`src/rtl/sdram_pkg.sv`:
```
// ============================================================================
// sdram_pkg: SDRAM command encodings, mode-register fields and timing minimums
// Rev 1.0
// ============================================================================
`default_nettype none

package sdram_pkg;

  // {ras_n, cas_n, we_n}
  typedef enum logic [2:0] {
    CMD_LOAD_MODE    = 3'b000,
    CMD_AUTO_REFRESH = 3'b001,
    CMD_PRECHARGE    = 3'b010,
    CMD_ACTIVE       = 3'b011,
    CMD_WRITE        = 3'b100,
    CMD_READ         = 3'b101,
    CMD_BURST_TERM   = 3'b110,
    CMD_NOP          = 3'b111
  } sdram_cmd_e;

  localparam int MODE_BL_LSB = 0;
  localparam int MODE_BL_W   = 3;
  localparam int MODE_CL_LSB = 4;
  localparam int MODE_CL_W   = 3;
  localparam int ADDR_AP_BIT = 10;

  // BL code n selects a burst of 2**n words
  localparam logic [2:0] BL_CODE_MAX   = 3'd3;
  localparam logic [1:0] BL_CODE_RESET = 2'd3;
  localparam logic [2:0] CL_CODE_2     = 3'd2;
  localparam logic [2:0] CL_CODE_3     = 3'd3;

  localparam int         TIMER_W = 3;
  localparam logic [2:0] T_RCD   = 3'd2;
  localparam logic [2:0] T_RP    = 3'd2;
  localparam logic [2:0] T_RC    = 3'd7;

endpackage

`default_nettype wire

```
`src/rtl/sdram_bank_state.sv`:
```
// ============================================================================
// sdram_bank_state: open flag, open row and auto-precharge state for one bank
// Optional timing counters under SDRAM_TIMING_CHECK_EN.  Rev 1.0
// ============================================================================
`default_nettype none

module sdram_bank_state
  import sdram_pkg::*;
#(
  parameter int RowAddrLen = 13
) (
  input  logic                  CLK,
  input  logic                  RST,
  input  logic                  i_clk_en,
  input  logic                  i_activate,
  input  logic                  i_precharge,
  input  logic                  i_ap_req,
  input  logic [RowAddrLen-1:0] i_row,
`ifdef SDRAM_TIMING_CHECK_EN
  input  logic                  i_refresh,
  output logic                  o_rcd_ok,
  output logic                  o_rp_ok,
  output logic                  o_rc_ok,
`endif
  output logic                  o_open,
  output logic [RowAddrLen-1:0] o_row
);

  logic r_ap_pend;

  always_ff @(posedge CLK or negedge RST) begin
    if (!RST) begin
      o_open    <= 1'b0;
      o_row     <= '0;
      r_ap_pend <= 1'b0;
    end else if (i_clk_en) begin
      // A pending auto-precharge closes the bank one edge after the last word
      if (i_precharge || r_ap_pend) begin
        o_open    <= 1'b0;
        r_ap_pend <= 1'b0;
      end else begin
        if (i_activate) begin
          o_open <= 1'b1;
          o_row  <= i_row;
        end
        if (i_ap_req) r_ap_pend <= 1'b1;
      end
    end
  end

`ifdef SDRAM_TIMING_CHECK_EN
  // Counters hold the number of edges since the event, saturating at all-ones
  logic [TIMER_W-1:0] r_rcd_cnt, r_rp_cnt, r_rc_cnt;

  always_ff @(posedge CLK or negedge RST) begin
    if (!RST) begin
      r_rcd_cnt <= '1;
      r_rp_cnt  <= '1;
      r_rc_cnt  <= '1;
    end else if (i_clk_en) begin
      r_rcd_cnt <= i_activate  ? TIMER_W'(1) : (&r_rcd_cnt ? r_rcd_cnt : r_rcd_cnt + 1'b1);
      r_rp_cnt  <= i_precharge ? TIMER_W'(1) : (&r_rp_cnt  ? r_rp_cnt  : r_rp_cnt  + 1'b1);
      r_rc_cnt  <= i_refresh   ? TIMER_W'(1) : (&r_rc_cnt  ? r_rc_cnt  : r_rc_cnt  + 1'b1);
    end
  end

  assign o_rcd_ok = (r_rcd_cnt >= T_RCD);
  assign o_rp_ok  = (r_rp_cnt  >= T_RP);
  assign o_rc_ok  = (r_rc_cnt  >= T_RC);
`endif

endmodule

`default_nettype wire

```
`config.mk`:
```
export PLATFORM = sky130hd
export DESIGN_NAME = sdram_bank_state
export DESIGN_NICKNAME = d
export VERILOG_FILES = /design/src/rtl/sdram_pkg.sv /design/src/rtl/sdram_bank_state.sv
export SDC_FILE = /design/constraint.sdc
export NUM_CORES = 1
export LEC_CHECK = 0
export CAP_MARGIN = 5
export CORE_MARGIN = 2
export CORE_UTILIZATION = 33
export DETAILED_ROUTE_END_ITERATION = 10
export PLACE_DENSITY = 0.72
export SYNTH_ARGS = -nofsm -noshare
export SYNTH_HDL_FRONTEND = slang
export SYNTH_SLANG_ARGS = --single-unit
export TNS_END_PERCENT = 1
```
`constraint.sdc`:
```
create_clock -name CLK -period 1.1 [get_ports CLK]
set_input_delay 0.33 -clock CLK [delete_from_list [all_inputs] [get_ports CLK]]
set_output_delay 0.33 -clock CLK [all_outputs]
set_load 0.01 [all_outputs]
```
Yosys cells after proc, flatten, opt, wreduce, memory -nomap -nowiden
Index checks and enable logic that the tools add are counted.
{ "classes": {"reduce_logical": 6, "n_mux": 4, "n_bitwise": 1} }
{ "ops": {"columns": ["operator", "n"], "rows": [
  ["1-bit two-way mux", 4],
  ["2-bit AND reduction", 2],
  ["2-bit nonzero test", 2],
  ["3-bit AND reduction", 1],
  ["1-bit logical OR", 1],
  ["1-bit inverter", 1]
]} }
{ "totals": {"out_inout_bits": 14, "inputBits": 19, "register_bits": 15, "elab_cells": 14} }

Longest topological paths before layout
{ "logic_depth": {"depth_word": 3, "depth_mapped": 3, "ltp_nobuf": 2} }

Least setup slack after synthesis
OpenSTA, ideal clock, no wires.
{ "synth_path": {"path_kind": "register to register", "startpoint": "register r_ap_pend", "endpoint": "register o_row[0]", "path_stages_with_launch": 4, "path_buffers": 1, "t_required_ps": 975, "setup_slack_ps": -151, "setup_time_ps": 125, "arrival_time_ps": 1126, "period_less_slack_ps": 1251, "cell_sequence": "dfrtp_1 > and4bb_4 > buf_12 > mux2_4"} }
{ "synth_via": {"elab_chain_len": 3} }
{ "synth_rtl": {"columns": ["element", "line_no", "source"], "rows": [
  ["start, declared", "sdram_bank_state.sv:29", "logic r_ap_pend;"],
  ["start signal, assigned", "sdram_bank_state.sv:35", "r_ap_pend <= 1'b0;"],
  ["start signal, assigned", "sdram_bank_state.sv:40", "r_ap_pend <= 1'b0;"],
  ["start signal, assigned", "sdram_bank_state.sv:46", "if (i_ap_req) r_ap_pend <= 1'b1;"],
  ["1-bit logical OR", "sdram_bank_state.sv:38", "if (i_precharge || r_ap_pend) begin"],
  ["1-bit inverter (no line)", null, null],
  ["3-bit AND reduction (no line)", null, null],
  ["end signal, assigned", "sdram_bank_state.sv:44", "o_row <= i_row;"],
  ["end, declared", "sdram_bank_state.sv:26", "output logic [RowAddrLen-1:0] o_row"]
]} }
Every way passes these cells.
A chain may end at the register's enable or synchronous reset.

Final worst setup path
{ "layout_path": {"startpoint": "register r_ap_pend", "endpoint": "register o_row[2]"} }
Same word-level chain as after synthesis.

==> metrics.cfg <==
[outcome]
status = complete, but fails checks
violations = setup timing

[timing]
maxSlewHeadroom = 0.908
rsz0062_at_grt = true
fmax_mhz = 753
maxSlewViolCount = 0
setup_viol = 27
post-route-min-period_ns = 1.33
skew_ns = 0.00563
setup_ws_ns = -0.228
worst_pin_slew_ns = 0.138
final_hold_viol_count = 0
finalCritPeriodShare = 1.21

[power]
swShare = 0.265
p_per_area_nw_per_um2 = 1510
p_switching_uw = 410
internal_power_mw = 1.14
peakVddDrop_v = 0.000994
power_frac_comb = 0.328
clkPwrFrac = 0.196
power_frac_seq = 0.475
p_leak_nw = 0.487

[cells_and_area]
nNetsFinal = 98
seqCellArea_sq_um = 375
n_antenna_cell = 0
synthToLayoutAreaGrowth_pct = 63.6
multi_input_area_sq_um = 238
drive_gt1_frac = 0.513
fillers = 161
post-route-util = 0.580

[clock_tree]
post_cts_buffers = 0
clk_pin_slew_ns = 0.09
cts_root_buf = clkbuf_4
clk_latency_ns = 0.27
htreeDepth = 1
clock_path_buffers = 2
holdBufCountCts = 0
cts_tree = built
numClockSinks = 15
cts_buffers = 3

[floorplanning]
num_io_pins = 33
coreArea_sq_um = 1760
rows = 15
die_w_microns = 47.5
die_h_microns = 47.5
die_area_sq_um = 2260
start_util = 0.355

[placement]
portBuffers = 32
place_ws_ns = -0.595
gp_congestion = 0.701
dp_hpwl_mm = 1.03

[min_path]
hp-class = input port to async pin

[synth]
synth_cell_types = 10
ys_ff_latch = 15
syn_nets = 55
ys_warn_count = 0
syn_avg_cell_area_sq_um = 17.4
synth_cells = 36
yosysSeqAreaShare = 0.600
syn_area_sq_um = 626

[worst_setup_path]
crit_path_end_kind = flip-flop
slowest_delay_ns = 0.40
critPathRequiredTime_ns = 1.27
crit_chain = and4bb_4 -> buf_6 -> mux2_4
ff2ff_setup_slack_ns = -0.23
worstPathArrival_ns = 1.50
start_kind = flip-flop
reg2reg_depth = 3
cp_top_family = flip-flops
r2r_end = o_row[2]
reg2reg_from = r_ap_pend
critPathBufInv = 1
critical-path-slowest-cell = dfrtp_1
critical_path_class = flip-flop to flip-flop
worstPathMaxFanout = 4

[drt]
vias = 440
drt_iter0_markers = 6
drt-total-wl_mm = 1.31
drc = 0
via_per_inst = 4.27
firstDrtPassIters = 2
ant_nets = 0
wl_per_cell_microns = 12.7

[global_routing]
grt_overflow = 0
grt_pass1_wl_mm = 2.02
grt_pass1_vias = 469
grt_util_all_layers = 0.131
antenna_found_initial = 0
grt_max_degree = 16

[flow_run]
cap_violations = 0

==> repair_timing <==
| action | 4_1_cts | 5_1_grt |
|---|---|---|
| setup endpoints to repair | 27 | 27 |
| cloned | 1 | 0 |
| resized for setup | 63 | 1 |
| endpoints found under the hold margin | 0 | 0 |
| pin swaps | 1 | 1 |
==> cell usage after synthesis <==
cell | n | area [sq um]
nand2_1 | 1 | 3.75
mux2_4 | 10 | 150
dfrtp_1 | 15 | 375
or2_2 | 1 | 6.26
mux2_2 | 3 | 33.8
and4bb_4 | 1 | 16.3
a21oi_1 | 2 | 10.0
buf_12 | 1 | 20.0
o22ai_1 | 1 | 6.26
inv_1 | 1 | 3.75
==> state kept, by name, indices dropped and copies added (netlist names) <==
register   count
o_row         13
o_open         1
r_ap_pend      1
==> final cells by class <==
class / count / share of cell area
clock buffer: 3 / 0.0220
multi-input combinational: 19 / 0.232
inverter: 1 / 0.00367
sequential: 15 / 0.367
clock inverter: 1 / 0.00489
tap: 25 / 0.0306
timing repair buffer: 39 / 0.340
==> worst max-delay path by stage <==
| stage | slack, ns | from | end | cells past startpoint |
|---|---|---|---|---|
| 2_1_floorplan | -0.15 | r_ap_pend | o_row[0] | 3 |
| 3_3_place_gp | -0.58 | i_precharge | o_row[12] | 4 |
| 3_5_place_dp | -0.59 | i_precharge | o_row[5] | 4 |
| 4_1_cts | -0.27 | r_ap_pend | o_row[5] | 3 |
| 5_1_grt | -0.27 | r_ap_pend | o_row[8] | 3 |
| 6_report | -0.23 | r_ap_pend | o_row[2] | 3 |
==> placed cells by master (no fill, tap or decap), drive strengths merged <==
cell type,synthesis,layout
a21oi,2,2
and4bb,1,1
buf,1,21
clkbuf,0,3
clkdlybuf4s50,0,15
clkinv,0,1
dfrtp,15,15
dlygate4sd2,0,3
inv,1,1
mux2,13,13
nand2,1,1
o22ai,1,1
or2,1,1
==> worst register-to-register path, delay by kind of cell, from the launching register on <==
family / cells / cell delay, ns
DFF: 1 / 0.40
muxes: 1 / 0.29
and+or+nand+nor: 1 / 0.38
buffers and inverters: 1 / 0.14
==> routing by layer <==
layer	routed length, microns	part of all wire	GRT usage	vias to the layer above
li1	-	-	-	212
met1	528	0.40	0.157	215
met2	719	0.55	0.235	13
met3	56	0.043	0.0453	0
met4	0	0	0.0162	0
met5	0	0	0	-
==> power by group through the flow <==
| stage | registers [mW] | clock network, mW | logic, mW |
|---|---|---|---|
| after detailed placement | 0.746 | 0 | 0.610 |
| final | 0.735 | 0.304 | 0.508 |
| after global placement | 0.748 | 0 | 0.598 |
| after CTS | 0.739 | 0.323 | 0.524 |
| after floorplan | 0.797 | 0 | 0.179 |
| after global routing | 0.748 | 0.347 | 0.543 |
==> kinds of logic after synthesis <==
kind of cell,count (synthesis),share of synthesized area
AO/OA/AOI/OAI,3,0.0260
buffers and inverters,2,0.0380
flip-flops,15,0.600
multiplexers,13,0.294
AND/OR/NAND/NOR,3,0.0420
==> per-stage QoR <==
| stage | cell area, sq um | cells | total power [mW] | hold slack (ns) | TNS [ns] |
|---|---|---|---|---|---|
| 5_1_grt | 1020 | 103 | 1.64 | 0.373 | -4.40 |
| 6_report | 1020 | 103 | 1.55 | 0.370 | -3.30 |
| 3_3_place_gp | 1030 | 98 | 1.35 | 0.499 | -8.90 |
| 4_1_cts | 1030 | 103 | 1.59 | 0.363 | -4.13 |
| 2_1_floorplan | 626 | 36 | 0.976 | 0.0344 | -1.65 |
| 3_5_place_dp | 1030 | 98 | 1.36 | 0.497 | -9.02 |
(Power assumes the default switching activity.)
